$ cat config.mk
export PLATFORM = sky130hd
export DESIGN_NAME = serial_subtractor
export DESIGN_NICKNAME = d
export VERILOG_FILES = /design/src/rtl/serial_subtractor_pkg.sv /design/src/rtl/serial_subtractor_digit.sv /design/src/rtl/serial_subtractor.sv
export SDC_FILE = /design/constraint.sdc
export NUM_CORES = 1
export LEC_CHECK = 0
export BUFFER_PORTS_ARGS = -buffer_cell sky130_fd_sc_hd__buf_2
export CAP_MARGIN = 15
export CORE_MARGIN = 4
export CORE_UTILIZATION = 40
export DETAILED_ROUTE_END_ITERATION = 12
export PLACE_DENSITY_LB_ADDON = 0.15
export SETUP_SLACK_MARGIN = 0.05
export SLEW_MARGIN = 40
export SYNTH_ARGS = -nofsm -noshare
export SYNTH_HDL_FRONTEND = slang
export SYNTH_SLANG_ARGS = --single-unit
$ cat constraint.sdc
create_clock -name clk -period 2.7 [get_ports clk]
set_input_delay 0.135 -clock clk [delete_from_list [all_inputs] [get_ports clk]]
set_output_delay 0.135 -clock clk [all_outputs]
set_load 0.005 [all_outputs]
$ cat src/rtl/serial_subtractor_pkg.sv
// Shared definitions for the digit-serial subtractor.
//   state_t : FSM state encoding (IDLE / RUN / DONE)
//   clog2   : ceiling log2, used to size the digit counter
package serial_subtractor_pkg;

   typedef enum logic [1:0] {
      S_IDLE = 2'd0,
      S_RUN  = 2'd1,
      S_DONE = 2'd2
   } state_t;

   function automatic int unsigned clog2(input int unsigned v);
      int unsigned r;
      int unsigned x;
      r = 0;
      x = 1;
      while (x < v) begin
         x = x << 1;
         r++;
      end
      return r;
   endfunction

endpackage

$ cat src/rtl/serial_subtractor_digit.sv
// Combinational DIGIT-bit subtractor: diff = a - b - bin, bout = borrow-out.
// Ports:
//   diff [DIGIT] out  digit difference
//   bout         out  borrow out of the MSB cell
//   a    [DIGIT] in   minuend digit
//   b    [DIGIT] in   subtrahend digit
//   bin          in   borrow into the LSB cell
// Each cell is a full subtractor built from two half subtractors plus an OR;
// the borrow ripples LSB to MSB.
module digit_subtractor #(
   parameter int unsigned DIGIT = 4
) (
   output logic [DIGIT-1:0] diff,
   output logic             bout,
   input  logic [DIGIT-1:0] a,
   input  logic [DIGIT-1:0] b,
   input  logic             bin
);

   logic [DIGIT:0] br;

   assign br[0] = bin;

   for (genvar i = 0; i < DIGIT; i++) begin : g_cell
      logic hd;
      logic hb1;
      logic hb2;
      // first half subtractor: a - b
      assign hd  = a[i] ^ b[i];
      assign hb1 = ~a[i] & b[i];
      // second half subtractor: (a - b) - borrow
      assign diff[i] = hd ^ br[i];
      assign hb2     = ~hd & br[i];
      assign br[i+1] = hb1 | hb2;
   end

   assign bout = br[DIGIT];

endmodule

$ cat src/rtl/serial_subtractor.sv
// Digit-serial subtractor: diff = a - b - bin over WIDTH bits, DIGIT bits per clock.
// Ports:
//   clk       in   clock, rising edge
//   rst       in   asynchronous reset, active-high
//   in_valid  in   operands valid
//   in_ready  out  block can accept operands (IDLE and not in reset)
//   a, b      in   minuend / subtrahend [WIDTH]
//   bin       in   borrow-in
//   out_valid out  result valid (DONE)
//   out_ready in   consumer accepts result
//   diff      out  a - b - bin mod 2^WIDTH [WIDTH]
//   bout      out  unsigned borrow-out
//   zero      out  diff == 0
//   ovf       out  two's-complement signed overflow
module serial_subtractor
   import serial_subtractor_pkg::*;
#(
   parameter int unsigned WIDTH = 16,
   parameter int unsigned DIGIT = 4
) (
   input  logic             clk,
   input  logic             rst,
   input  logic             in_valid,
   output logic             in_ready,
   input  logic [WIDTH-1:0] a,
   input  logic [WIDTH-1:0] b,
   input  logic             bin,
   output logic             out_valid,
   input  logic             out_ready,
   output logic [WIDTH-1:0] diff,
   output logic             bout,
   output logic             zero,
   output logic             ovf
);

   localparam int unsigned NDIG = WIDTH / DIGIT;
   localparam int unsigned CW   = (NDIG > 1) ? clog2(NDIG) : 1;

   state_t           state;
   state_t           state_nx;
   logic [WIDTH-1:0] a_sh;
   logic [WIDTH-1:0] b_sh;
   logic [WIDTH-1:0] diff_r;
   logic [WIDTH-1:0] diff_nx;
   logic             borrow_r;
   logic             zero_acc;
   logic             a_msb;
   logic             b_msb;
   logic [CW-1:0]    count;
   logic [DIGIT-1:0] dig_d;
   logic             dig_b;
   logic             accept;
   logic             last;

   digit_subtractor #(
      .DIGIT(DIGIT)
   ) u_digit (
      .diff(dig_d),
      .bout(dig_b),
      .a   (a_sh[DIGIT-1:0]),
      .b   (b_sh[DIGIT-1:0]),
      .bin (borrow_r)
   );

   assign in_ready = (state == S_IDLE) & ~rst;
   assign accept   = in_valid & in_ready;
   assign last     = (count == CW'(NDIG - 1));

   // New digit enters from the MSB side; written as shift/OR so DIGIT==WIDTH
   // needs no zero-width slice.
   assign diff_nx = (diff_r >> DIGIT) | (WIDTH'(dig_d) << (WIDTH - DIGIT));

   always_ff @(posedge clk or posedge rst) begin
      if (rst) begin
         state <= S_IDLE;
      end else begin
         state <= state_nx;
      end
   end

   always_comb begin
      state_nx = state;
      unique case (state)
         S_IDLE: if (accept)    state_nx = S_RUN;
         S_RUN:  if (last)      state_nx = S_DONE;
         S_DONE: if (out_ready) state_nx = S_IDLE;
         default:               state_nx = S_IDLE;
      endcase
   end

   always_ff @(posedge clk or posedge rst) begin
      if (rst) begin
         a_sh     <= '0;
         b_sh     <= '0;
         diff_r   <= '0;
         borrow_r <= 1'b0;
         zero_acc <= 1'b0;
         a_msb    <= 1'b0;
         b_msb    <= 1'b0;
         count    <= '0;
      end else begin
         unique case (state)
            S_IDLE: begin
               if (accept) begin
                  a_sh     <= a;
                  b_sh     <= b;
                  borrow_r <= bin;
                  a_msb    <= a[WIDTH-1];
                  b_msb    <= b[WIDTH-1];
                  count    <= '0;
                  zero_acc <= 1'b1;
               end
            end
            S_RUN: begin
               a_sh     <= a_sh >> DIGIT;
               b_sh     <= b_sh >> DIGIT;
               diff_r   <= diff_nx;
               borrow_r <= dig_b;
               zero_acc <= zero_acc & (dig_d == '0);
               count    <= count + 1'b1;
            end
            default: ;
         endcase
      end
   end

   assign out_valid = (state == S_DONE);
   assign diff      = diff_r;
   assign bout      = out_valid & borrow_r;
   assign zero      = out_valid & zero_acc;
   assign ovf       = out_valid & (a_msb != b_msb) & (diff_r[WIDTH-1] != a_msb);

endmodule

* After elaboration in Yosys (flattened, before gate mapping)
Index checks and enable logic that the tools add are counted.
Cells by class: $add $sub $neg 1, equal/unequal tests 8, multiplexer cells 14, bitwise logic cells 37, reduce and logical (&&, ||, !) cells 6
Operators with widths (number):
- $pmux 16 s2 | 2
- $mux 16 | 2
- $or 12x16->16 | 1
- $and 1x1->1 | 15
- $not 1->1 | 9
- $mux 2 | 4
- $xor 1x1->1 | 8
- $pmux 2 s3 | 1
- $eq 2x2->1 const B | 2
- $logic_not 4->1 | 1
- $ne 2x2->1 const B | 2
- $or 1x1->1 | 4
- $pmux 1 s2 | 2
- $pmux 2 s2 | 1
- $reduce_and 2->1 | 2
- $reduce_and 3->1 | 1
- $add 2x1->2 const B | 1
- $eq 2x1->1 const B | 1
- $logic_not 2->1 | 1
- $mux 1 | 2
- $ne 1x1->1 | 2
- $ne 2x1->1 const B | 1
- $reduce_bool 2->1 | 1
Storage, ports and cells: register bits after elaboration 56, output and inout bits 21, logic and storage cells 75

* Longest topological paths before layout
depth in word-level cells 12, mapped depth 10, gate-level depth less buffers 10

* Hierarchy
From an unflattened synthesis, not the netlist that was laid out.
Second synthesis, totals: cell total of the unflattened synthesis 265, area, all modules 2482.4 um^2
By module, submodules not included:
- serial_subtractor | times used 1, cells each 251, area an instance 2364.8 um^2, seq. area each 1401.3 um^2
- digit_subtractor | times used 1, cells each 14, area an instance 117.6 um^2, seq. area each 0.0 um^2

* Worst setup path after synthesis
OpenSTA, ideal clock, no wires.
path type register to register, from reg borrow_r, to reg zero_acc, library setup time 0.083 ns, arrival time 2.125 ns, required time 2.617 ns, slack 0.493 ns, stages on the path, launching flop included 11, period minus slack after synthesis 2.207 ns, path through dfrtp_1 inv_1 fa_1 inv_1 fa_1 fa_1 inv_1 fa_1 nor2_1 a31oi_1 o21ai_0
Between the ends: word-level cells in the longest chain between the ends 10, elaborated cells between the ends (all ways) 13
Ends and longest elaborated chain:
- start: declaration | line serial_subtractor.sv:45 | logic borrow_r;
- start signal: assignment | line serial_subtractor.sv:107 | borrow_r <= bin;
- start signal: assignment | line serial_subtractor.sv:118 | borrow_r <= dig_b;
- $and 1x1->1 | line serial_subtractor_digit.sv:33 | assign hb2 = ~hd & br[i];
- $or 1x1->1 | line serial_subtractor_digit.sv:34 | assign br[i+1] = hb1 | hb2;
- $and 1x1->1 | line serial_subtractor_digit.sv:33
- $or 1x1->1 | line serial_subtractor_digit.sv:34
- $and 1x1->1 | line serial_subtractor_digit.sv:33
- $or 1x1->1 | line serial_subtractor_digit.sv:34
- $xor 1x1->1 | line serial_subtractor_digit.sv:32 | assign diff[i] = hd ^ br[i];
- $logic_not 4->1 (*) | line serial_subtractor.sv:119 | zero_acc <= zero_acc & (dig_d == '0);
- $and 1x1->1 (*) | line serial_subtractor.sv:119
- $pmux 1 s2 (*) | line serial_subtractor.sv:102 | unique case (state)
- end signal: assignment | line serial_subtractor.sv:119
- end: declaration | line serial_subtractor.sv:46 | logic zero_acc;
Every way passes the cells marked *; elsewhere a longest branch is shown, timed or not. A chain may end at the register's enable or synchronous reset.

* Worst setup path after layout
Same ends and word-level chain as after synthesis.

==> results_dict.tcl <==
set metrics [dict create \
    avgViaCountPerCell 5.01 \
    synth_top_family_by_area "simple AND/OR/NAND/NOR gates" \
    endpoint_kind "register" \
    crit_type "register to register" \
    synthFlopType "dfrtp_1" \
    die_w_um 88.4 \
    dr.pass1.iters 4 \
    top_layer "met4" \
    fill_cells 640 \
    met3_length_um 321 \
    yosysTopAreaCellShare 0.542 \
    yosysTopAreaCell "dfrtp_1" \
    drive_gt1_frac 0.245 \
    final_hold_viol_count 0 \
    met1_length_um 2690 \
    max_freq_mhz 424 \
    synth_seq_area_share 0.542 \
    skew_ps 4.41 \
    grt_usage 0.155 \
    start_util 0.409 \
    yosys.area_share.simple 0.227 \
    numCtsBuffers 5 \
    place_hpwl_um 3760 \
    wl_met2_um 2480 \
    avgSynthCellArea_um2 9.57 \
    crit_arrival_ps 2590 \
    placed_area_um2 2830 \
    worst_pin_slew_ps 557 \
    rsz0062_at_grt "no" \
    antenna_found_initial 0 \
    cp-start-kind "register" \
    synth_nets 312 \
    boundaryPins 58 \
    leakage_uw 0.00158 \
    setup_tns_ps 0 \
    grt_pass1_wl_um 9460 \
    cts_buffer_depth 2 \
    portBuffers 57 \
    wl_per_cell_um 14.2 \
    synth-edff-count 0 \
    nNetsFinal 355 \
    dr_total_vias 1958 \
    routed_wl_um 5550 \
    n_antenna_cell 0 \
    synth_compound_gate_area_share 0.103 \
    cts_tree "built" \
    row_count 29 \
    peakVddDrop_v 0.000441 \
    power.density_nw_per_um2 1100 \
    clkTransAtPathRegs_ps 100 \
    clkSinkCount 56 \
    synthXorXnorAreaFrac 0 \
    fin_area_um2 2950 \
    period_minus_slack_ps 2360 \
    gp_congestion 0.695 \
    synth.most_common_cell "nand2_1" \
    hp-class "input port to register" \
    die_y_um 88.4 \
    ys_types 26 \
    worstSkewPairLatency_ps 310 \
    status "finished clean" \
    cap_violations 0 \
    synth_mux_area_frac 0 \
    grt-ovfl-total 0 \
    slew_headroom 0.629 \
    area_growth_pct 14.0 \
    slew_viol_final 0 \
    h-tree-depth 2 \
    ys.warnings.count 0 \
    first_iter_violations 82 \
    core_area_um2 6310 \
    ys_top_cells_by_count "nand2_1, dfrtp_1, nand3_1" \
    fin_crit_sh 0.873 \
    synthTopCellsByArea "dfrtp_1, nand2_1, a22oi_1" \
    syn_area_um2 2580 \
    async_reset_ff_frac 1.00 \
    syn_inst 270 \
    required_ps 2930 \
    synth_fa_ha_area_frac 0.0358 \
    drc 0 \
    cp_max_fo 3 \
    die-area_um2 7810 \
    synth-seq-cells 56 \
    grt_max_degree 38 \
    drtAntennaViolNets 0 \
    grt_pass1_vias 1958 \
    cts_root_buf "clkbuf_8" \
    setup_violations 0 \
]
## repair_timing
| item | in CTS | in global routing |
|---|---|---|
| hold buffers | 2 | 0 |
| gates resized for setup | 0 | 0 |
| buffers inserted | 0 | 0 |
| hold endpoints to repair | 22 | 0 |
## where the power goes
group	leakage [uW]	total, uW	internal, uW	switching (uW)
Combinational	0.000811	1340	550	791
Sequential	0.000720	1420	1190	228
Clock	0.0000445	476	209	267
Total	0.00158	3230	1950	1290
## layout by cell type, fill, tap and decap left out, types with 5 or more instances in the layout
cell type  count
dfrtp_1       56
nor3_1         5
clkbuf_8       6
o21ai_0        8
inv_1         10
a22oi_1       20
buf_4          7
nand2_1       85
nand3_1       27
buf_2         57
## kinds of logic after synthesis
kind of cell | after synthesis
and+or+nand+nor | 130
DFF | 56
buffers and inverters | 41
AOI/OAI and AO/OA | 38
adders and majority gates | 5
## worst max-delay path: stages (launching register included)
cell	delay (ps)
dfrtp_1	410
inv_1	90
fa_1	160
inv_1	50
fa_1	380
fa_1	360
inv_1	80
fa_1	420
nor2_1	100
a31oi_1	80
o21ai_0	150
## flip-flops by register name (all words and copies together), names as in the netlist
register / count
b_msb: 1
count: 2
zero_acc: 1
a_sh: 16
state: 2
a_msb: 1
diff: 16
borrow_r: 1
b_sh: 16
## worst paths after layout
kind / from / to / slack [ps] / cells after the start
setup / recovery: borrow_r / zero_acc / 340 / 10
hold / removal: a[14] / a_sh[14] / 10 / 3
setup reg to reg: borrow_r / zero_acc / 340 / 10
hold reg to reg: diff[2] / diff[2] / 470 / 2
max in group asynchronous: rst / b_sh[7] / 1430 / 4
min in group asynchronous: rst / a_sh[6] / 440 / 3
## metal layers
layer | vias up | global-route usage
met5 | - | 0
met4 | 0 | 0.0412
met3 | 4 | 0.0372
met2 | 53 | 0.241
met1 | 925 | 0.220
li1 | 976 | -
## metrics by stage
step | power, uW | cells | setup WS [ps] | util | hold slack (ps)
2_1_floorplan | 2480 | 270 | 493 | - | 240
3_3_place_gp | 2770 | 381 | 408 | 0.449 | 246
3_5_place_dp | 2800 | 381 | 354 | 0.449 | 246
4_1_cts | 3290 | 391 | 337 | 0.467 | 1.10
5_1_grt | 3580 | 391 | 111 | 0.467 | 15.9
6_report | 3230 | 391 | 343 | 0.467 | 10.9
## cell type report
type / instances / area (um2) / share of cell area
well taps: 77 / 96.3 / 0.0327
clock buffers: 7 / 86.3 / 0.0293
flip-flops and latches: 56 / 1400 / 0.476
repair buffers: 66 / 358 / 0.121
clock inverters: 1 / 7.51 / 0.00255
multi-input cells: 173 / 956 / 0.324
inverters: 11 / 41.3 / 0.0140
(Power assumes the default switching activity.)
